File: src/rtl/parity_acc.sv
// Frame parity accumulator: XORs every word of a frame, counts the words with saturation,
// and presents the result until the consumer takes it.
module parity_acc #(
  parameter int WIDTH = 8,
  parameter int CNT_W = 4,
  parameter bit ODD   = 1'b0
) (
  input  logic             clk,
  input  logic             rst_n,
  input  logic             clr,
  input  logic             in_valid,
  input  logic [WIDTH-1:0] in_data,
  input  logic             in_last,
  output logic             in_ready,
  output logic             out_valid,
  input  logic             out_ready,
  output logic [WIDTH-1:0] out_data,
  output logic             out_parity,
  output logic [CNT_W-1:0] out_count,
  output logic             out_ovf
);

  typedef enum logic [1:0] {IDLE, ACCUM, DONE} state_e;

  localparam logic [CNT_W-1:0] CNT_MAX = '1;

  state_e           state_q, state_d;
  logic [WIDTH-1:0] acc_q, acc_d;
  logic [CNT_W-1:0] cnt_q, cnt_d;
  logic             ovf_q, ovf_d;

  function automatic logic [CNT_W-1:0] sat_inc(input logic [CNT_W-1:0] c);
    return (c == CNT_MAX) ? c : c + CNT_W'(1);
  endfunction

  function automatic logic cnt_full(input logic [CNT_W-1:0] c);
    return (c == CNT_MAX);
  endfunction

  always_ff @(posedge clk or negedge rst_n) begin
    if (!rst_n) begin
      state_q <= IDLE;
      acc_q   <= '0;
      cnt_q   <= '0;
      ovf_q   <= 1'b0;
    end else begin
      state_q <= state_d;
      acc_q   <= acc_d;
      cnt_q   <= cnt_d;
      ovf_q   <= ovf_d;
    end
  end

  always_comb begin
    state_d = state_q;
    acc_d   = acc_q;
    cnt_d   = cnt_q;
    ovf_d   = ovf_q;
    if (clr) begin
      state_d = IDLE;
      acc_d   = '0;
      cnt_d   = '0;
      ovf_d   = 1'b0;
    end else begin
      case (state_q)
        IDLE: begin
          if (in_valid) begin
            acc_d   = in_data;
            cnt_d   = CNT_W'(1);
            ovf_d   = 1'b0;
            state_d = in_last ? DONE : ACCUM;
          end
        end
        ACCUM: begin
          if (in_valid) begin
            acc_d = acc_q ^ in_data;
            cnt_d = sat_inc(cnt_q);
            if (cnt_full(cnt_q)) ovf_d = 1'b1;
            if (in_last) state_d = DONE;
          end
        end
        DONE: begin
          // Leaving DONE clears the result so IDLE always reads zero.
          if (out_ready) begin
            state_d = IDLE;
            acc_d   = '0;
            cnt_d   = '0;
            ovf_d   = 1'b0;
          end
        end
        default: begin
          state_d = IDLE;
          acc_d   = '0;
          cnt_d   = '0;
          ovf_d   = 1'b0;
        end
      endcase
    end
  end

  assign in_ready   = (state_q != DONE);
  assign out_valid  = (state_q == DONE);
  assign out_data   = acc_q;
  assign out_count  = cnt_q;
  assign out_ovf    = ovf_q;
  assign out_parity = (^acc_q) ^ ODD;

endmodule
File: config.mk
export PLATFORM = sky130hd
export DESIGN_NAME = parity_acc
export DESIGN_NICKNAME = d
export VERILOG_FILES = /design/src/rtl/parity_acc.sv
export SDC_FILE = /design/constraint.sdc
export NUM_CORES = 1
export LEC_CHECK = 0
export ABC_AREA = 1
export BUFFER_PORTS_ARGS = -buffer_cell sky130_fd_sc_hd__buf_2
export CAP_MARGIN = 20
export CORE_AREA = 2 2 72 74
export CTS_BUF_LIST = sky130_fd_sc_hd__clkbuf_8
export CTS_CLUSTER_DIAMETER = 50
export DETAILED_ROUTE_END_ITERATION = 8
export DIE_AREA = 0 0 74 76
export PLACE_DENSITY = 0.52
export RECOVER_POWER = 100
export REMOVE_ABC_BUFFERS = 1
export SYNTH_ARGS = -nofsm -noshare
export SYNTH_HDL_FRONTEND = slang
export SYNTH_SLANG_ARGS = --single-unit
File: constraint.sdc
create_clock -name clk -period 1.2 [get_ports clk]
set_clock_uncertainty 0.05 [all_clocks]
set_input_delay 0.24 -clock clk [delete_from_list [all_inputs] [get_ports clk]]
set_output_delay 0.24 -clock clk [all_outputs]
set_load 0.02 [all_outputs]
-- Word-level counts from Yosys, hierarchy flattened
Index checks and enable logic that the tools add are counted.
- logic and storage cells: 46
- output and inout bits: 16
- register bits after elaboration: 15
- input bits: 14
- reductions and logical operators: 6
- equality and inequality tests: 10
- $add $sub $neg: 1
- bitwise gates (word level): 1
- multiplexer cells: 24
- operators by type and width (cell ; number):
    8-bit 2-to-1 mux ; 4
    8-bit one-hot mux with 3 select lines ; 1
    4-bit 2-to-1 mux ; 5
    3-bit != test, second input constant ; 5
    2-bit 2-to-1 mux ; 6
    4-bit one-hot mux with 3 select lines ; 1
    4-bit AND reduction ; 3
    8-bit parity ; 1
    8-bit bitwise XOR ; 1
    2-bit one-hot mux with 3 select lines ; 1
    1-bit 2-to-1 mux ; 5
    4-bit by 1-bit adder with 4-bit output, second input constant ; 1
    4-bit == test, second input constant ; 1
    3-bit by 2-bit != test with 1-bit output, second input constant ; 1
    1-bit one-hot mux with 3 select lines ; 1
    3-bit AND reduction ; 1
    2-bit by 1-bit == test with 1-bit output, second input constant ; 1
    2-bit == test, second input constant ; 1
    2-bit logical NOT ; 1
    2-bit != test, second input constant ; 1

-- Logic depth before layout (Yosys ltp)
Gate-level depths: netlist of run 1.
- word-level depth: 5
- gate-level depth with buffers: 8

-- Worst setup path before layout of run 1
No wires, ideal clock.
- path type: register to output
- start point: reg acc_q[0] (netlist: out_data[0])
- end point: out out_parity
- path buffers: 0
- arrival: 1.068 ns
- stages on the path, launching flop included: 9
- setup slack: -0.158 ns
- required time: 0.910 ns
- path through: dfrtp_1 > inv_1 > nand2_1 > nand2_1 > inv_1 > nand2_1 > nand2_1 > nand2_1 > nand2_1
- longest elaborated chain between the ends: 1
- RTL lines (what ; line ; text):
    start, declared ; 28 ; logic [WIDTH-1:0] acc_q, acc_d;
    start signal, assigned ; 43 ; acc_q <= '0;
    start signal, assigned ; 48 ; acc_q <= acc_d;
    8-bit parity ; 106 ; assign out_parity = (^acc_q) ^ ODD;
    end, declared ; 18 ; output logic out_parity,
Every way passes these cells.

-- Worst setup path after layout of run 1
- start point: reg acc_q[4] (netlist: out_data[4])
- end point: out out_parity
Same word-level chain as after synthesis.

==> reports/metrics.cfg, run 1 <==
[outcome]
status = finished, violations left
violations = negative setup slack

[pwr]
total_power_w = 0.001932
pwr_density_cell_nw_per_um2 = 1005
p_sw_share_pct = 35.45
power_switching_w = 0.0006850
power.internal_w = 0.001247
leakage_nw = 0.9559
combPwrFrac_pct = 47.4
p_seq_share_pct = 31.1
peakVddDrop_mv = 0.6024
clockPowerShare_pct = 21.4

[yosys]
yosys.area.top_type = dfrtp_1
synth_commonest_cells = nand2_1 (33), nand3_1 (16), dfrtp_1 (15)
ys_warn_count = 0
yosysMostFrequentCell = nand2_1
asyncSetResetFlopFracSynth_pct = 100.0
synth_edf_count = 0
yosys.area.top_type_share_pct = 34.68
synth_cell_types = 26
ys_seq_elements = 15
yosysSeqAreaShare_pct = 34.68
synthTopCellsByArea = dfrtp_1 (35%), nand2_1 (11%), nand3_1 (7.4%)
syn-cell-area_um2 = 1082
synthFlopType = dfrtp_1
netlist_instances = 133
avgSynthCellArea_um2 = 8.138

[min_path]
min_from = in_last
hold_path.class = in2reg
min_to = state_q[1]
hold_path_depth = 3

[timing]
finalCritPeriodShare_pct = 128.9
relSlewSlack_pct = 73.03
rsz0062_at_grt = true
setup_violations = 25
worst_hold_slack_ps = 192.3
max_freq_mhz = 646.6
finalHoldViolCount = 0
drv_slew = 0
fin_ws_ps = -346.5
tightest_slew_ps = 404.5
period_minus_slack_ps = 1546

[clocking]
htreeDepth = 1
clk_latency_ps = 250
cts_root_buffer = clkbuf_8
clk_pin_slew_worst_paths_ps = 60
cts.sinks = 15
clock_path_buffers = 2
cts_buffers = 3
cts_tree = yes

[floorplanning]
dieHeight_um = 76
rows = 26
initial_core_util_pct = 22.03
io_pins = 30
die_w_um = 74
core_um2 = 4912
die_area_um2 = 5624

[drt]
drtIter0Drc = 28
routed_wl_mm = 2.889
via_per_inst = 4.077
vias = 1105
wire_per_inst_um = 10.66
dr.pass1.iters = 3
drc = 0
detail-route-antenna-nets = 0

[critical_path]
r2r_setup_slack_ps = -180
crit_path_end_kind = primary output
timing.rr.end = state_q[0]
crit_required_ps = 910
cp-start-kind = flop
worstSetupPathType = reg2out
critical_path_arrival_ps = 1260
reg2regPathDepth = 6
r2r-start = state_q[1]
worstPathMaxFanout = 3

[grt]
grt.total_usage_pct = 10.94
antenna_found_initial = 0
grt_pass1_wl_mm = 4.885
grt_pass1_vias = 1073
overflow = 0
grt_max_degree = 16

[cells_and_area]
syn_to_final_growth_pct = 77.57
drive_gt1_share_pct = 53.73
antenna_cells = 0
final_net_count = 217
fillers = 481

[job]
cap_violations = 0

[place]
dp_hpwl_mm = 1.881
place_congestion = 0.7536
dp_slack_ps = -110.2
io_buffer_count = 29

==> cell type report <==
cell class	instances	area (µm²)	share of cell area [%]
Tap cell	70	87.58	4.557
Multi-Input combinational cell	106	770.7	40.10
Clock buffer	3	41.29	2.148
Clock inverter	1	5.005	0.2604
Timing Repair Buffer	65	599.3	31.18
Inverter	11	41.29	2.148
Sequential cell	15	376.6	19.60
==> cell usage in the layout (no fill, tap or decap), drive strengths merged <==
master / count
nor2: 6
clkbuf: 6
dlygate4sd3: 1
o21ai: 9
inv: 11
nor3: 1
dfrtp: 15
nand3b: 7
nand2: 47
xnor2: 4
nand3: 18
a21oi: 7
ha: 1
xor2: 4
o21bai: 2
clkinv: 1
buf: 61
==> power groups by stage <==
stage | sequential (W) | clock [W] | combinational [W]
finish | 0.000602 | 0.000414 | 0.000917
CTS | 0.000601 | 0.000430 | 0.000863
global route | 0.000605 | 0.000453 | 0.00101
detailed placement | 0.000607 | 0 | 0.000619
global placement | 0.000605 | 0 | 0.000617
floorplan | 0.000682 | 0 | 0.000296
==> timing repair <==
action | 4_1_cts | 5_1_grt
endpoints found under the hold margin | 15 | 0
cloned | 3 | 0
gates resized for setup | 60 | 15
setup buffers | 12 | 12
pin swaps | 16 | 17
hold buffers | 1 | 0
setup endpoints to repair | 27 | 29
==> critical path: stages (launching register included) <==
cell and delay, ps:
dfrtp_1 420, xnor2_1 220, nand2_1 80, nand2_1 70, nand2_1 50, nand2_1 60, buf_6 110
==> registers in the layout (all words and copies together) (netlist names) <==
| signal | count |
|---|---|
| out_ovf | 1 |
| out_data | 8 |
| state_q | 2 |
| out_count | 4 |
==> worst max-delay path by stage <==
stage,slack (ps),start,to
finish,-350,out_data[4],out_parity
global route,-480,out_data[0],out_parity
CTS,-350,out_data[2],out_parity
detailed placement,-110,out_data[0],out_parity
global placement,-100,out_data[0],out_parity
floorplan,-170,state_q[1],out_count[2]
==> cell families after synthesis <==
kind of cell    share of synthesized area, %
simple gates                           37.92
flops                                  34.68
fa+ha+maj                              1.156
compound gates                         11.91
buf+inv                                7.861
xor+xnor                               6.473
==> per-stage QoR <==
stage               setup TNS [ps]  cell area [µm²]  cells  util (%)
finish                       -3084             1922    271     39.12
global route                 -4382             1922    271     39.12
CTS                          -2189             1795    264     36.55
detailed placement          -929.8             1399    245     28.48
global placement            -820.6             1399    245     28.48
floorplan                    -2301             1039    129         -
==> routing by layer <==
| metal | vias to the layer above | track usage (%) | wire length [µm] |
|---|---|---|---|
| met5 | - | 0 | 0 |
| met1 | 507 | 14.09 | 1318 |
| met3 | 2 | 2.778 | 123 |
| met4 | 0 | 2.182 | 14 |
| met2 | 21 | 18.30 | 1433 |
| li1 | 575 | - | - |
No activity file was read; power rests on OpenSTA's default activity.
==> inputs of run 2 (changes only) <==
Settings changed: GPL_TIMING_DRIVEN set to 0, SKIP_CTS_REPAIR_TIMING set to 1, SLEW_MARGIN set to 40.
==> run 2 against run 1 <==
  * The flow still finishes with violations (negative setup slack)
  * Critical path type unchanged
  * Worst setup slack worse by 30 ps
  * Sequential power up 7.0%
  * Die area unchanged
  * Cell count down 2.6%
==> reports/metrics.cfg, run 2 (synthesized netlist as in run 1, its figures left out) <==
[cells_and_area]
fillers = 519  ; was 481
layout_commonest_cell = nand2_1  ; was buf_6
antenna_cells = 0  ; unchanged
final_net_count = 210  ; was 217
largest_reg_flops = 8  ; unchanged
syn_to_final_growth_pct = 69.25  ; was 77.57%
fin_util_pct = 37.29  ; was 39.12%
multi_input_area_um2 = 767.0  ; was 770.7 µm²
final_cell_mix = nand2_1 (27), buf_2 (21), buf_4 (18)  ; was buf_6 (30), nand2_1 (28), nand3_1 (15), buf_4 (15), dfrtp_1 (14)
seqCellArea_um2 = 389.1  ; was 376.6 µm²
postLayoutCellArea_um2 = 1832  ; was 1922 µm²
drive_gt1_share_pct = 61.34  ; was 53.73%

[grt]
grt_pass1_vias = 866  ; was 1073
grt.total_usage_pct = 8.957  ; was 10.94%
overflow = 0  ; unchanged
grt_max_degree = 20  ; was 16
antenna_found_initial = 0  ; unchanged
grt_pass1_wl_mm = 4.043  ; was 4.885 mm

[min_path]
hold_path.class = in2reg  ; unchanged

[timing]
max_freq_mhz = 634.2  ; was 646.6 MHz
finalCritPeriodShare_pct = 131.4  ; was 128.9%
drv_slew = 0  ; unchanged
setup_violations = 19  ; was 25
relSlewSlack_pct = 74.12  ; was 73.03%
fin_ws_ps = -376.8  ; was -346.5 ps
period_minus_slack_ps = 1577  ; was 1546 ps
tightest_slew_ps = 388.1  ; was 404.5 ps
finalHoldViolCount = 0  ; unchanged
rsz0062_at_grt = true  ; unchanged

[floorplanning]
dieHeight_um = 76  ; unchanged
io_pins = 30  ; unchanged
initial_core_util_pct = 22.03  ; unchanged
die_w_um = 74  ; unchanged
die_area_um2 = 5624  ; unchanged
rows = 26  ; unchanged
core_um2 = 4912  ; unchanged

[drt]
via_per_inst = 4.049  ; was 4.077
dr.pass1.iters = 4  ; was 3
detail-route-antenna-nets = 0  ; unchanged
routed_wl_mm = 2.687  ; was 2.889 mm
drtIter0Drc = 40  ; was 28
drc = 0  ; unchanged
wire_per_inst_um = 10.18  ; was 10.66 µm
vias = 1069  ; was 1105

[place]
place_area_um2 = 1271  ; was 1399 µm²
place_congestion = 0.7225  ; was 0.7536
dp_hpwl_mm = 1.677  ; was 1.881 mm
io_buffer_count = 29  ; unchanged

[critical_path]
worstSetupPathType = reg2out  ; unchanged
worstPathMaxFanout = 6  ; was 3
critical_path_arrival_ps = 1290  ; was 1260 ps
r2r_setup_slack_ps = -130  ; was -180 ps
cp-start-kind = flop  ; unchanged
worst_path_max_delay_cell = dfrtp_2  ; was dfrtp_1
cp_common_cell = nand2_1  ; unchanged
crit_path_end_kind = primary output  ; unchanged
cp_slowest_stage_delay_ps = 460  ; was 420 ps
crit_required_ps = 910  ; about the same
cp_cell_sequence = xor2_1 > nand2_1 > nand2_1 > nand2_1 > nand2_1 > buf_6  ; was xnor2_1 > nand2_1 > nand2_1 > nand2_1 > nand2_1 > buf_6

[outcome]
status = finished, violations left  ; unchanged
violations = negative setup slack  ; unchanged

[clocking]
clock_path_buffers = 2  ; unchanged
cts_root_buffer = clkbuf_8  ; unchanged
clk_pin_slew_worst_paths_ps = 60  ; about the same
cts_tree = yes  ; unchanged
cts.sinks = 15  ; unchanged
htreeDepth = 1  ; unchanged
cts_buffers = 3  ; unchanged
clk_latency_ps = 250  ; about the same

[pwr]
pwr_density_cell_nw_per_um2 = 1027  ; was 1005 nW/µm²
leakage_nw = 0.9142  ; was 0.9559 nW
total_power_w = 0.001881  ; was 0.001932 W
peakVddDrop_mv = 0.8872  ; was 0.6024 mV

[job]
cap_violations = 0  ; unchanged

==> run 2: final timing paths <==
kind	from	end	cells past startpoint
worst max-delay path	out_data[3]	out_parity	6
worst min-delay path	in_last	state_q[1]	3
worst max register to register	state_q[0]	out_data[4]	7
worst min register to register	out_count[1]	out_count[1]	2
max in group asynchronous	rst_n	state_q[0]	2
min in group asynchronous	rst_n	out_count[1]	2
==> run 2: cell type report <==
| type | count | area share (%) |
|---|---|---|
| sequential | 15 | 21.24 |
| clock buffer | 3 | 2.254 |
| multi-input combinational | 103 | 41.87 |
| clock inverter | 1 | 0.2732 |
| timing repair buffer | 61 | 27.32 |
| inverter | 11 | 2.254 |
| tap | 70 | 4.781 |
==> run 2: routing by layer <==
layer	up-vias	GRT usage [%]	part of all wire, %
met2	23	13.75	50
met4	0	1.636	0.52
met1	490	12.35	45
li1	554	-	-
met3	2	2.910	4.9
met5	-	0	0
==> run 2: report_power, final <==
part	internal, W	switching, W
Combinational	0.000415	0.000406
Sequential	0.000557	0.0000874
Clock	0.000230	0.000186
==> run 2: worst max-delay path, delay by kind of cell, from the launching register on <==
kind	cells	cell delay, ps
XOR/XNOR	1	210
buffers and inverters	1	110
flip-flops	1	460
AND/OR/NAND/NOR	4	260
==> run 2: metrics by stage <==
stage	setup slack, ps	hold slack, ps	setup TNS [ps]	instances
after global routing	-488.5	222.5	-3235	264
after CTS	-504.3	-143.2	-8512	232
after floorplan	-174.3	-105.6	-2301	129
final	-376.8	212.9	-2013	264
after detailed placement	-495.8	126.7	-7332	228
after global placement	-482.5	124.1	-7110	228
==> inputs of run 3 (changes only) <==
Settings changed: CORE_AREA 2 2 72 74 to 2 2 51 53, DIE_AREA 0 0 74 76 to 0 0 53 55, GPL_TIMING_DRIVEN 0 to unset, PLACE_DENSITY 0.52 to 0.84.
==> run 3 against run 2 <==
  * The flow still finishes with violations (negative setup slack)
  * Via count up 8.5%
  * Core utilization rose by 36 points
  * Critical path depth is 3 higher
  * Sequential power shrank 4.5%
  * Worst setup slack got worse by 71 ps
  * Combinational power up 6.5%
==> reports/metrics.cfg, run 3 (synthesized netlist as in run 1, its figures left out) <==
[outcome]
status = finished, violations left  ; unchanged
violations = negative setup slack  ; unchanged

[pwr]
leakage_nw = 0.8828  ; was 0.9142 nW
power.internal_w = 0.001186  ; was 0.001201 W
p_sw_share_pct = 37.50  ; was 36.13%
pwr_density_cell_nw_per_um2 = 1088  ; was 1027 nW/µm²
p_seq_share_pct = 32.4  ; was 34.2%
combPwrFrac_pct = 46.1  ; was 43.7%
power_switching_w = 0.0007114  ; was 0.0006795 W
peakVddDrop_mv = 0.7940  ; was 0.8872 mV
clockPowerShare_pct = 21.5  ; was 22.1%

[critical_path]
path_depth = 9  ; was 6
worst-path-buf-inv = 3  ; was 1
r2r_setup_slack_ps = -130  ; about the same
worstPathMaxFanout = 3  ; was 6
cp_cell_sequence = inv_1 > nand2_1 > nand2_2 > inv_1 > nand2_1 > nand2_1 > nand2_1 > nand2_1 > buf_6  ; was xor2_1 > nand2_1 > nand2_1 > nand2_1 > nand2_1 > buf_6
timing.rr.end = out_data[7]  ; was out_data[4]
cp_common_cell = nand2_1  ; unchanged
cpLargestDelayFamily = simple AND/OR/NAND/NOR gates  ; was flip-flops
crit_required_ps = 910  ; about the same
worst_path_max_delay_cell = dfrtp_1  ; was dfrtp_2
cp-start-kind = flop  ; unchanged
crit_path_end_kind = primary output  ; unchanged
reg2regPathDepth = 6  ; was 7
worstSetupPathType = reg2out  ; unchanged
r2r-start = state_q[1]  ; was state_q[0]
cp_slowest_stage_delay_ps = 410  ; was 460 ps
critical_path_arrival_ps = 1360  ; was 1290 ps

[grt]
overflow = 0  ; unchanged
grt_pass1_vias = 960  ; was 866
antenna_found_initial = 0  ; unchanged
grt.total_usage_pct = 18.97  ; was 8.957%
grt_pass1_wl_mm = 4.043  ; unchanged
grt_max_degree = 20  ; unchanged

[timing]
relSlewSlack_pct = 74.13  ; was 74.12%
period_minus_slack_ps = 1648  ; was 1577 ps
finalHoldViolCount = 0  ; unchanged
setup_violations = 24  ; was 19
tightest_slew_ps = 388.1  ; about the same
fin_ws_ps = -447.8  ; was -376.8 ps
drv_slew = 0  ; unchanged
finalCritPeriodShare_pct = 137.3  ; was 131.4%
max_freq_mhz = 606.9  ; was 634.2 MHz
rsz0062_at_grt = true  ; unchanged

[place]
place_area_um2 = 1341  ; was 1271 µm²
io_buffer_count = 29  ; unchanged
place_inst = 204  ; was 228
place_congestion = 0.7524  ; was 0.7225
dp_hpwl_mm = 1.915  ; was 1.677 mm

[drt]
wire_per_inst_um = 16.06  ; was 10.18 µm
drtIter0Drc = 25  ; was 40
detail-route-antenna-nets = 0  ; unchanged
dr.pass1.iters = 4  ; unchanged
routed_wl_mm = 3.518  ; was 2.687 mm
drc = 0  ; unchanged
via_per_inst = 5.297  ; was 4.049
vias = 1160  ; was 1069

[clocking]
htreeDepth = 1  ; unchanged
cts_buffers = 3  ; unchanged
cts_root_buffer = clkbuf_8  ; unchanged
clock_path_buffers = 2  ; unchanged
cts.sinks = 15  ; unchanged
clk_latency_ps = 250  ; about the same
cts_tree = yes  ; unchanged
clk_pin_slew_worst_paths_ps = 60  ; about the same

[cells_and_area]
fillers = 176  ; was 519
antenna_cells = 0  ; unchanged
finalNonFillerCells = 219  ; was 264
layout_commonest_cell = nand2_1  ; unchanged
multi_input_area_um2 = 772.0  ; was 767.0 µm²
largest_reg_flops = 8  ; unchanged
postLayoutCellArea_um2 = 1743  ; was 1832 µm²
final_cell_mix = nand2_1 (29), buf_6 (21), nand3_1 (15), buf_2 (15), dfrtp_1 (12)  ; was nand2_1 (27), buf_2 (21), buf_4 (18)
syn_to_final_growth_pct = 61.04  ; was 69.25%
final_net_count = 205  ; was 210
seqCellArea_um2 = 379.1  ; was 389.1 µm²
drive_gt1_share_pct = 50.26  ; was 61.34%

[min_path]
hold_path.class = in2reg  ; unchanged
min_from = in_last  ; unchanged
min_to = state_q[1]  ; unchanged
hold_path_depth = 3  ; unchanged

[floorplanning]
dieHeight_um = 55  ; was 76 µm
io_pins = 30  ; unchanged
die_area_um2 = 2915  ; was 5624 µm²
core_um2 = 2365  ; was 4912 µm²
die_w_um = 53  ; was 74 µm
initial_core_util_pct = 45.77  ; was 22.03%
rows = 18  ; was 26

[job]
cap_violations = 0  ; unchanged

-- run 3: changes by cell type in the layout (fill, tap and decap cells not counted), sizes merged --
| cell | change |
|---|---|
| inv | +1 |
| buf | -9 |
| clkinv | -1 |
| clkbuf | +1 |
| nand2 | +3 |
-- run 3: final cells by class --
class / instances / share of cell area, %
Clock buffer: 3 / 2.369
Clock inverter: 1 / 0.2154
Inverter: 11 / 2.513
Multi-Input combinational cell: 106 / 44.29
Tap cell: 30 / 2.154
Timing Repair Buffer: 53 / 26.70
Sequential cell: 15 / 21.75
-- run 3: how the worst max path moves through the flow --
stage	startpoint	end	slack, ps
after floorplan	state_q[1]	out_count[2]	-170
after CTS	out_data[1]	out_parity	-420
after global routing	out_data[1]	out_parity	-510
after detailed placement	out_data[1]	out_parity	-150
final	out_data[1]	out_parity	-450
after global placement	state_q[1]	out_count[2]	-70
-- run 3: power by group through the flow --
stage	registers, W	clock network, W	logic (W)
floorplan	0.000682	0	0.000296
global placement	0.000607	0	0.000587
detailed placement	0.000611	0	0.000617
CTS	0.000602	0.000415	0.000618
global route	0.000618	0.000439	0.000939
finish	0.000615	0.000408	0.000874
-- run 3: layer usage --
layer / track usage (%) / up-vias / wire length, µm
met3: 4.032 / 4 / 120
met4: 2.564 / 0 / 34
met5: 0 / - / 0
met1: 21.85 / 577 / 1291
li1: - / 549 / -
met2: 36.88 / 30 / 2071
-- run 3: metrics by stage --
stage / util, % / total power, W / TNS (ps) / hold slack [ps] / worst slack [ps]
2_1_floorplan: - / 0.0009777 / -2301 / -105.6 / -174.3
3_3_place_gp: 56.72 / 0.001194 / -475.2 / 112.0 / -70.66
3_5_place_dp: 56.72 / 0.001228 / -933.2 / 113.7 / -147.6
4_1_cts: 58.62 / 0.001636 / -2101 / -155.5 / -423.5
5_1_grt: 73.70 / 0.001996 / -3330 / 196.9 / -510.4
6_report: 73.70 / 0.001897 / -2478 / 185.9 / -447.8
-- run 3: tightest hold or removal path: stages --
cell and delay (ps):
buf_2 110, nand2_2 50, o21ai_1 50
